[src/rtl/hdlc_tx_sequencer_if.sv]
// Transmit-side bus of the HDLC sequencer: control strobes, the Tx buffer port and line/status outputs.
interface hdlc_tx_sequencer_if;
    logic       Tx_Start;
    logic       Tx_AbortFrame;
    logic [7:0] Tx_FrameSize;
    logic       Tx_RdBuff;
    logic [7:0] Tx_DataOutBuff;
    logic       Tx;
    logic       Tx_ValidFrame;
    logic       Tx_AbortedTrans;
    logic       Tx_Done;

    modport master (
        output Tx_Start, Tx_AbortFrame, Tx_FrameSize, Tx_DataOutBuff,
        input  Tx_RdBuff, Tx, Tx_ValidFrame, Tx_AbortedTrans, Tx_Done
    );

    modport slave (
        input  Tx_Start, Tx_AbortFrame, Tx_FrameSize, Tx_DataOutBuff,
        output Tx_RdBuff, Tx, Tx_ValidFrame, Tx_AbortedTrans, Tx_Done
    );
endinterface

[src/rtl/hdlc_tx_sequencer.sv]
// HDLC transmit framer: flag, zero-stuffed payload and FCS-16, flag, one bit per cycle LSB first.
// Every output is a flop loaded from the next-state logic, so Tx/strobes line up with the state.
module hdlc_tx_sequencer #(
    parameter int MAX_BYTES = 126,
    parameter bit FCS_EN    = 1'b1
) (
    input logic           Clk,
    input logic           Rst,
    hdlc_tx_sequencer_if.slave txIf
);
    typedef enum logic [2:0] {IDLE, SFLAG, DATA, FCS, EFLAG, ABORT} state_t;

    localparam logic [7:0] FLAG   = 8'h7E;
    localparam logic [7:0] MAX_SZ = 8'(MAX_BYTES);

    state_t      state, nState;
    logic [3:0]  bitCnt, nBitCnt;
    logic [7:0]  byteIdx, nByteIdx;
    logic [2:0]  onesCnt, nOnes;
    logic [7:0]  frameSize, nFrameSize;
    logic [15:0] crc, nCrc;
    logic        txReg, nTx;
    logic        validReg, nValid;
    logic        rdReg, nRd;
    logic        doneReg, nDone;
    logic        abortedReg, nAborted;
    logic [7:0]  holdReg;
    logic        rdPend;
    logic [7:0]  byteNow;
    logic [3:0]  nxtCnt;
    logic        lastByte;

    function automatic logic [15:0] crcStep(input logic [15:0] c, input logic b);
        logic fb;
        fb = c[0] ^ b;
        return {1'b0, c[15:1]} ^ (fb ? 16'h8408 : 16'h0000);
    endfunction

    // A freshly fetched byte is on the bus during the cycle it must start shifting out.
    assign byteNow  = rdPend ? txIf.Tx_DataOutBuff : holdReg;
    assign nxtCnt   = bitCnt + 4'd1;
    assign lastByte = (byteIdx == frameSize - 8'd1);

    always_ff @(posedge Clk) begin
        if (Rst) begin
            state      <= IDLE;
            bitCnt     <= '0;
            byteIdx    <= '0;
            onesCnt    <= '0;
            frameSize  <= '0;
            crc        <= 16'hFFFF;
            txReg      <= 1'b1;
            validReg   <= 1'b0;
            rdReg      <= 1'b0;
            doneReg    <= 1'b0;
            abortedReg <= 1'b0;
            holdReg    <= '0;
            rdPend     <= 1'b0;
        end else begin
            state      <= nState;
            bitCnt     <= nBitCnt;
            byteIdx    <= nByteIdx;
            onesCnt    <= nOnes;
            frameSize  <= nFrameSize;
            crc        <= nCrc;
            txReg      <= nTx;
            validReg   <= nValid;
            rdReg      <= nRd;
            doneReg    <= nDone;
            abortedReg <= nAborted;
            rdPend     <= rdReg;
            if (rdPend) holdReg <= txIf.Tx_DataOutBuff;
        end
    end

    always_comb begin
        nState     = state;
        nBitCnt    = bitCnt;
        nByteIdx   = byteIdx;
        nOnes      = onesCnt;
        nFrameSize = frameSize;
        nCrc       = crc;
        nTx        = txReg;
        nRd        = 1'b0;
        nDone      = 1'b0;
        nAborted   = abortedReg;

        case (state)
            IDLE: begin
                nTx = 1'b1;
                if (txIf.Tx_Start && txIf.Tx_FrameSize != 8'd0 && txIf.Tx_FrameSize <= MAX_SZ) begin
                    nState     = SFLAG;
                    nBitCnt    = '0;
                    nByteIdx   = '0;
                    nOnes      = '0;
                    nFrameSize = txIf.Tx_FrameSize;
                    nCrc       = 16'hFFFF;
                    nTx        = FLAG[0];
                    nAborted   = 1'b0;
                end
            end
            SFLAG: begin
                if (bitCnt == 4'd7) begin
                    nState  = DATA;
                    nBitCnt = '0;
                    nTx     = byteNow[0];
                    nCrc    = crcStep(crc, byteNow[0]);
                    nOnes   = byteNow[0] ? 3'd1 : 3'd0;
                end else begin
                    nBitCnt = nxtCnt;
                    nTx     = FLAG[nxtCnt[2:0]];
                    nRd     = (bitCnt == 4'd5);
                end
            end
            DATA, FCS: begin
                if (onesCnt == 3'd5) begin
                    // stuffed zero: counters hold, CRC untouched
                    nTx   = 1'b0;
                    nOnes = '0;
                end else begin
                    if (state == DATA) begin
                        if (bitCnt == 4'd7) begin
                            nBitCnt = '0;
                            if (!lastByte) begin
                                nByteIdx = byteIdx + 8'd1;
                                nTx      = byteNow[0];
                                nCrc     = crcStep(crc, byteNow[0]);
                            end else if (FCS_EN) begin
                                nState = FCS;
                                nTx    = ~crc[0];
                            end else begin
                                nState = EFLAG;
                                nTx    = FLAG[0];
                            end
                        end else begin
                            nBitCnt = nxtCnt;
                            nTx     = holdReg[nxtCnt[2:0]];
                            nCrc    = crcStep(crc, holdReg[nxtCnt[2:0]]);
                            nRd     = (bitCnt == 4'd5) && !lastByte;
                        end
                    end else begin
                        if (bitCnt == 4'd15) begin
                            nState  = EFLAG;
                            nBitCnt = '0;
                            nTx     = FLAG[0];
                        end else begin
                            nBitCnt = nxtCnt;
                            nTx     = ~crc[nxtCnt];
                        end
                    end
                    nOnes = (nState == EFLAG || !nTx) ? 3'd0 : onesCnt + 3'd1;
                end
            end
            EFLAG: begin
                if (bitCnt == 4'd7) begin
                    nState  = IDLE;
                    nBitCnt = '0;
                    nTx     = 1'b1;
                    nDone   = 1'b1;
                end else begin
                    nBitCnt = nxtCnt;
                    nTx     = FLAG[nxtCnt[2:0]];
                end
            end
            ABORT: begin
                nTx = 1'b1;
                if (bitCnt == 4'd7) begin
                    nState  = IDLE;
                    nBitCnt = '0;
                end else begin
                    nBitCnt = nxtCnt;
                end
            end
            default: nState = IDLE;
        endcase

        // The closing flag's last bit wins over a coincident abort.
        if (txIf.Tx_AbortFrame && (state inside {SFLAG, DATA, FCS, EFLAG}) &&
            !(state == EFLAG && bitCnt == 4'd7)) begin
            nState   = ABORT;
            nBitCnt  = '0;
            nOnes    = '0;
            nTx      = 1'b0;
            nRd      = 1'b0;
            nDone    = 1'b0;
            nAborted = 1'b1;
        end

        nValid = nState inside {SFLAG, DATA, FCS, EFLAG};
    end

    assign txIf.Tx              = txReg;
    assign txIf.Tx_ValidFrame   = validReg;
    assign txIf.Tx_RdBuff       = rdReg;
    assign txIf.Tx_Done         = doneReg;
    assign txIf.Tx_AbortedTrans = abortedReg;
endmodule

[src/flat_wrapper.sv]
// flat-port wrapper written by rule: the top's interface ports become plain ports
module hdlc_tx_sequencer_flat 
#(
    parameter int MAX_BYTES = 126,
    parameter bit FCS_EN    = 1'b1
)
  (Clk, Rst, txIf_Tx_Start, txIf_Tx_AbortFrame, txIf_Tx_FrameSize, txIf_Tx_DataOutBuff, txIf_Tx_RdBuff, txIf_Tx, txIf_Tx_ValidFrame, txIf_Tx_AbortedTrans, txIf_Tx_Done);
  hdlc_tx_sequencer_if txIf_i ();
  input logic Clk;
  input logic Rst;
  input wire logic [$bits(txIf_i.Tx_Start)-1:0] txIf_Tx_Start;
  input wire logic [$bits(txIf_i.Tx_AbortFrame)-1:0] txIf_Tx_AbortFrame;
  input wire logic [$bits(txIf_i.Tx_FrameSize)-1:0] txIf_Tx_FrameSize;
  input wire logic [$bits(txIf_i.Tx_DataOutBuff)-1:0] txIf_Tx_DataOutBuff;
  output wire logic [$bits(txIf_i.Tx_RdBuff)-1:0] txIf_Tx_RdBuff;
  output wire logic [$bits(txIf_i.Tx)-1:0] txIf_Tx;
  output wire logic [$bits(txIf_i.Tx_ValidFrame)-1:0] txIf_Tx_ValidFrame;
  output wire logic [$bits(txIf_i.Tx_AbortedTrans)-1:0] txIf_Tx_AbortedTrans;
  output wire logic [$bits(txIf_i.Tx_Done)-1:0] txIf_Tx_Done;
  assign txIf_i.Tx_Start = txIf_Tx_Start;
  assign txIf_i.Tx_AbortFrame = txIf_Tx_AbortFrame;
  assign txIf_i.Tx_FrameSize = txIf_Tx_FrameSize;
  assign txIf_i.Tx_DataOutBuff = txIf_Tx_DataOutBuff;
  assign txIf_Tx_RdBuff = txIf_i.Tx_RdBuff;
  assign txIf_Tx = txIf_i.Tx;
  assign txIf_Tx_ValidFrame = txIf_i.Tx_ValidFrame;
  assign txIf_Tx_AbortedTrans = txIf_i.Tx_AbortedTrans;
  assign txIf_Tx_Done = txIf_i.Tx_Done;
  hdlc_tx_sequencer #(.MAX_BYTES(MAX_BYTES), .FCS_EN(FCS_EN)) u_core (.Clk(Clk), .Rst(Rst), .txIf(txIf_i));
endmodule
[config.mk]
export PLATFORM = sky130hd
export DESIGN_NAME = hdlc_tx_sequencer_flat
export DESIGN_NICKNAME = d
export VERILOG_FILES = /design/src/rtl/hdlc_tx_sequencer_if.sv /design/src/rtl/hdlc_tx_sequencer.sv /design/src/flat_wrapper.sv
export SDC_FILE = /design/constraint.sdc
export NUM_CORES = 1
export LEC_CHECK = 0
export ABC_CLOCK_PERIOD_IN_PS = 3500
export CAP_MARGIN = 20
export CORE_MARGIN = 4
export CORE_UTILIZATION = 40
export CTS_CLUSTER_DIAMETER = 150
export DETAILED_ROUTE_END_ITERATION = 8
export GPL_ROUTABILITY_DRIVEN = 1
export PLACE_DENSITY = 0.65
export SYNTH_ARGS = -nofsm -noshare
export SYNTH_HDL_FRONTEND = slang
export SYNTH_SLANG_ARGS = --single-unit
[constraint.sdc]
create_clock -name Clk -period 3.5 [get_ports Clk]
set_input_delay 0.525 -clock Clk [delete_from_list [all_inputs] [get_ports Clk]]
set_output_delay 0.525 -clock Clk [all_outputs]
set_load 0.1 [all_outputs]
==> summary.txt, run 1 <==
Routing
  • Drt first pass iters: 4
  • Post-route antenna net violation count: 0
  • Routed WL: 7.25 mm
  • Met1 Routed Length: about 3.5 mm
  • DR WL met2: 3.48 mm
  • WL per Instance: approximately 15 um
  • Vias per cell: around 5.6
  • Vias post-DR: ~2,800
  • Initial drt markers: 190
  • Uppermost routed layer: met4
  • DRC: 0
  • WL met3: 256 um

Yosys
  • Synthesized instance count: 385
  • FFs w/ async S/R, synth: 0
  • EDFF count, synth: 0
  • Distinct cells, synth: 59
  • Seq/Total Area, Yosys: 0.345
  • Top_reg_cell synth: dfxtp_1
  • Syn. warnings: 0
  • FF+latch count, synth: 56
  • Syn Nets: 411
  • Average cell area after synthesis: 8.43 um2
  • Post-Syn Area: between 3000 and 4000 um2

Floorplanning
  • Core Area: 7810 um2
  • Row count: 32
  • Initial Util: 0.416
  • Die area: 9620 um2
  • IO Pins: 25
  • Die H: 98.1 um
  • Die W: 98.1 um

Cells and area
  • Layout net count: 419
  • ANT cells: 0
  • Post-layout util: 0.465
  • Commonest cells after routing, fill and taps aside: nor2_1, dfxtp_1, nand2_1, clkdlybuf4s50_1
  • Layout cells sized above 1: 0.0812
  • Synthesis-to-finish area growth: 12.0%
  • Commonest non-fill, non-tap cell in the layout: nor2_1
  • # fillers: 786

Power
  • Flop pwr share: 0.471
  • Power Total: 1470 uW
  • Clock power share: 0.303
  • Part of the power in combinational logic: 0.226
  • LEAKAGE: 0.00133 uW
  • Sw Share: 0.314
  • Sw Pwr: 462 uW
  • Internal power: 1010 uW
  • Worst VDD drop: 0.000149 V
  • Pwr/cell area: 405 nW/um2

GRT
  • Global-route wire length before repair: 12.8 mm
  • Number of global-route vias before repair: 2,749
  • Largest net degree at the start of global routing: 44
  • GRT Overall Usage: 0.156
  • Grt total ovfl: 0
  • Initial antenna violation count: 0

Setup path
  • Max incr delay on CP: 0.53 ns
  • CP Capture Type: flip-flop
  • Crit path required time: 3.75 ns
  • Critical path startpoint category: flip-flop
  • Critical path type: reg -> reg
  • CP Buf/Inv Count: 1
  • Crit-path cells: inv_1 > ha_1 > nand2b_1 > a21oi_1 > a31oi_1 > o2111a_2 > a2111oi_4 > nor2_2 > or4_1 > a21oi_1
  • CP Max Fanout: 8
  • Slowest CP cell: or4_1
  • R2R Setup Slk: a little over 0.6 ns
  • Data arrival time at the worst-slack endpoint: between 3 and 4 ns
  • CP dominant cell by count: a21oi_1
  • Crit-path leading delay family: compound AO/OA/AOI/OAI gates

STA
  • Slew headroom: 0.350
  • PnR worst setup slack: 0.613 ns
  • WHS: 0.491 ns
  • Fin. max-slew vios: 0
  • Fmax: between 300 and 400 MHz
  • Setup Viol. Count Final: 0
  • Shortest period the worst path allows: 2.89 ns
  • Final hold viol count: 0
  • RSZ-0062 raised after global routing: false
  • Worst-margin pin slew: around 0.97 ns
  • Setup_tns: 0 ns
  • Final Skew: about 0.0096 ns
  • Fin crit share: 0.825

Placement
  • Post-DP HPWL: between 5 and 6 mm
  • Routability cong.: 0.845
  • Buffers on Ports: 24
  • Post-Place Worst Slack: ~0.61 ns

Clock tree
  • CTS root buf: clkbuf_8
  • CTS resizes: 0
  • CTS tree: built
  • Clock sinks: 56
  • # hold bufs at CTS: 0
  • Worst skew pair latency: 0.31 ns
  • CTS clk-pin slew, worst paths: around 0.11 ns
  • Clock buffer count from CTS: 5
  • H-tree depth: 2
  • # Post-CTS Setup Buffers: 0
  • CTS Buffer Depth: 2

Worst hold path
  • Hold Crit Class: reg -> reg

Flow run
  • Max Cap Violations: 0

Status
  • Status: completed
final cells by class:
| cell class | count | area, um2 | area share |
|---|---|---|---|
| multi-input combinational | 291 | 1950 | 0.537 |
| sequential | 56 | 1120 | 0.309 |
| timing repair buffer | 29 | 278 | 0.0764 |
| tap | 102 | 128 | 0.0351 |
| clock buffer | 5 | 68.8 | 0.0189 |
| clock inverter | 3 | 50.0 | 0.0138 |
| inverter | 10 | 37.5 | 0.0103 |
tightest hold or removal path: cells and delay by family, from the launching register on:
family | cells | cell delay (ns)
AOI/OAI and AO/OA | 2 | 0.13
DFF | 1 | 0.33
per-stage QoR:
step	cell area [um2]	instances
after floorplan	3250	385
after global placement	3510	488
after detailed placement	3510	488
after CTS	3630	496
after global routing	3630	496
final	3630	496
sequential cells by signal, summed over array words and instances (netlist names):
name	flops
u_core.crc	16
u_core.byteIdx	8
u_core.frameSize	8
u_core.holdReg	8
u_core.bitCnt	4
u_core.onesCnt	3
u_core.state	3
u_core.rdPend	1
u_core.txIf.Tx	1
u_core.txIf.Tx_AbortedTrans	1
u_core.txIf.Tx_Done	1
u_core.txIf.Tx_RdBuff	1
u_core.txIf.Tx_ValidFrame	1
path summary, 6_finish.rpt:
path	startpoint	to	depth (start not counted)
setup / recovery	u_core.frameSize[0]	u_core.byteIdx[7]	10
hold reg to reg	u_core.txIf.Tx_AbortedTrans	u_core.txIf.Tx_AbortedTrans	2
setup reg to reg	u_core.frameSize[0]	u_core.byteIdx[7]	10
hold / removal	u_core.txIf.Tx_AbortedTrans	u_core.txIf.Tx_AbortedTrans	2
power groups by stage:
stage                     Combinational, uW  Clock [uW]  Sequential [uW]
final                                   332         446              694
after detailed placement                331           0              708
after CTS                               333         462              694
after global placement                  329           0              707
after global routing                    367         478              699
after floorplan                         219           0              730
cells in the mapped netlist, drive strengths merged, types with 4 or more instances:
| cell type | count | area share |
|---|---|---|
| clkbuf | 19 | 0.025 |
| dfxtp | 56 | 0.35 |
| ha | 6 | 0.023 |
| nor2b | 5 | 0.0096 |
| a31oi | 6 | 0.012 |
| or2 | 4 | 0.0085 |
| nor2 | 61 | 0.071 |
| nand3 | 6 | 0.0093 |
| nor3 | 21 | 0.032 |
| nor4 | 5 | 0.016 |
| xor2 | 11 | 0.030 |
| mux2i | 21 | 0.065 |
| a21oi | 17 | 0.026 |
| xnor2 | 10 | 0.027 |
| and2 | 4 | 0.0077 |
| o21ai | 19 | 0.029 |
| o21bai | 18 | 0.042 |
| mux4 | 6 | 0.042 |
| nand2 | 24 | 0.028 |
| inv | 9 | 0.010 |
| buf | 9 | 0.017 |
| nand4 | 4 | 0.0077 |
cells by family after synthesis:
group,after synthesis,share of synthesized area
compound gates,85,0.181
xor+xnor,21,0.0567
fa+ha+maj,6,0.0231
buf+inv,38,0.0536
flops,56,0.345
mux,28,0.110
simple gates,151,0.231
metal layers:
metal	track usage	up-vias
met4	0.0266	0
met1	0.209	1317
met5	0	-
met2	0.263	53
met3	0.0314	6
li1	-	1392
No activity file was read; power rests on OpenSTA's default activity.
==> inputs of run 2 (changes only) <==
Settings changed: ABC_CLOCK_PERIOD_IN_PS 3500 to 2320, PLACE_DENSITY 0.65 to 0.67.
Clock period 3.5 ns to 2.32 ns, I/O delays scaled along.
==> summary.txt, run 2 (same netlist as run 1, synthesis figures left out) <==
Status
  • Status: finished, violations left
  • Failing checks: setup timing

Cells and area
  • ANT cells: 0
  • # fillers: 719
  • Commonest cells after routing, fill and taps aside: dfxtp_1, buf_4, nor2_1
  • Number of flip-flops in the largest register: 16
  • Largest Register: u_core.crc
  • Synthesis-to-finish area growth: 31.6%
  • Commonest non-fill, non-tap cell in the layout: dfxtp_1
  • Layout cells sized above 1: 0.304
  • Design Area, Final: 4270 um2
  • Layout net count: 466

Clock tree
  • CTS tree: built
  • Clock sinks: 56
  • Clock buffer count from CTS: 5
  • CTS Buffer Depth: 2
  • CTS root buf: clkbuf_8
  • Worst skew pair latency: 0.32 ns
  • CTS clk-pin slew, worst paths: 0.11 ns
  • H-tree depth: 2
  • # hold bufs at CTS: 0

Setup path
  • Critical path startpoint category: flip-flop
  • Crit path required time: 2.58 ns
  • Data arrival time at the worst-slack endpoint: between 2 and 3 ns
  • CP Max Fanout: 6
  • Critical path type: reg -> reg
  • CP Capture Type: flip-flop

Floorplanning
  • Die W: 98.1 um
  • Die H: between 90 and 100 um
  • Core Area: 7810 um2
  • Row count: 32
  • Die area: 9620 um2
  • Initial Util: 0.416
  • IO Pins: 25

GRT
  • Largest net degree at the start of global routing: 34
  • Grt total ovfl: 0
  • Global-route wire length before repair: 13.8 mm
  • GRT Overall Usage: 0.170
  • Initial antenna violation count: 0
  • Number of global-route vias before repair: 2,899

Routing
  • WL per Instance: 15.2 um
  • DR WL met2: between 4 and 5 mm
  • Met1 Routed Length: between 3 and 4 mm
  • Post-route antenna net violation count: 0
  • Routed WL: a little over 8 mm
  • Vias per cell: 5.47
  • WL met3: ~350 um
  • Initial drt markers: 190
  • DRC: 0
  • Drt first pass iters: 4
  • Uppermost routed layer: met4
  • Vias post-DR: between 2,000 and 3,000

STA
  • Slew headroom: 0.526
  • Fin. max-slew vios: 0
  • Shortest period the worst path allows: between 2 and 2.5 ns
  • PnR worst setup slack: -0.0598 ns
  • Worst-margin pin slew: a little over 0.7 ns
  • Final Skew: 0.0128 ns
  • Fmax: 420 MHz
  • RSZ-0062 raised after global routing: true
  • Final hold viol count: 0
  • Fin crit share: 1.03
  • Setup Viol. Count Final: 12

Flow run
  • Max Cap Violations: 0

Placement
  • Routability cong.: 0.886
  • Buffers on Ports: 24
  • Placed instance area: between 3000 and 4000 um2
  • Post-DP HPWL: about 6 mm

Power
  • Power Total: 2330 uW
  • Worst VDD drop: 0.000284 V
  • LEAKAGE: 0.00161 uW
  • Pwr/cell area: around 550 nW/um2

Worst hold path
  • Hold Crit Class: reg -> reg
[run 2: cell count changes in the layout (fill, tap and decap cells not counted), moves of 6 or more]
| cell | before | now |
|---|---|---|
| nor2_4 | 0 | 8 |
| o21ai_0 | 18 | 12 |
| buf_6 | 0 | 6 |
| nor2_1 | 60 | 46 |
| nor3_1 | 21 | 12 |
| buf_4 | 5 | 49 |
| nor3_2 | 0 | 9 |
| nor2_2 | 1 | 7 |
[run 2: final timing paths]
kind / startpoint / to / slack [ns] / depth (start not counted)
hold / removal: u_core.onesCnt[1] / u_core.onesCnt[1] / 0.50 / 2
setup / recovery: u_core.frameSize[1] / u_core.byteIdx[6] / -0.06 / 10
hold reg to reg: u_core.onesCnt[1] / u_core.onesCnt[1] / 0.50 / 2
setup reg to reg: u_core.frameSize[1] / u_core.byteIdx[6] / -0.06 / 10
[run 2: power breakdown]
group | switching, uW | internal [uW]
Sequential | 30.1 | 994
Combinational | 411 | 331
Clock | 341 | 222
[run 2: final cells by class]
cell class                      instances  area, um2  share of cell area
Sequential cell                        56       1130               0.264
Timing Repair Buffer                   76        671               0.157
Clock buffer                            5       68.8              0.0161
Clock inverter                          3       27.5             0.00644
Multi-Input combinational cell        291       2210               0.518
Inverter                               10       37.5             0.00879
Tap cell                              102        128              0.0299
[run 2: stage by stage]
stage | cells | setup slack (ns) | setup TNS (ns) | hold slack [ns] | util
after floorplan | 385 | -0.0413 | -0.0447 | 0.450 | -
after CTS | 537 | -0.0574 | -0.0852 | 0.501 | 0.511
final | 543 | -0.0598 | -0.267 | 0.496 | 0.547
after global routing | 543 | -0.175 | -2.28 | 0.508 | 0.547
after global placement | 527 | -0.0600 | -0.567 | 0.464 | 0.496
after detailed placement | 527 | -0.117 | -1.69 | 0.475 | 0.496
[run 2: worst max-delay path, stage by stage (launching register included)]
cell	delay, ns
dfxtp_2	0.36
inv_2	0.04
ha_4	0.17
nand2b_4	0.15
a21oi_2	0.14
a31oi_2	0.07
o2111a_2	0.32
a2111oi_4	0.41
o21ai_2	0.09
or4_1	0.50
nand2_1	0.07
[run 2: what timing repair did]
action / CTS / global route
cloned: 0 / 1
buffers inserted: 2 / 5
pin swaps: 6 / 36
gates resized for setup: 4 / 55
setup endpoints to repair: 18 / 29
[run 2: per-layer routing]
layer  vias up  track usage
li1       1484            -
met3        11       0.0286
met2        65        0.292
met4         0       0.0373
met5         -            0
met1      1408        0.224
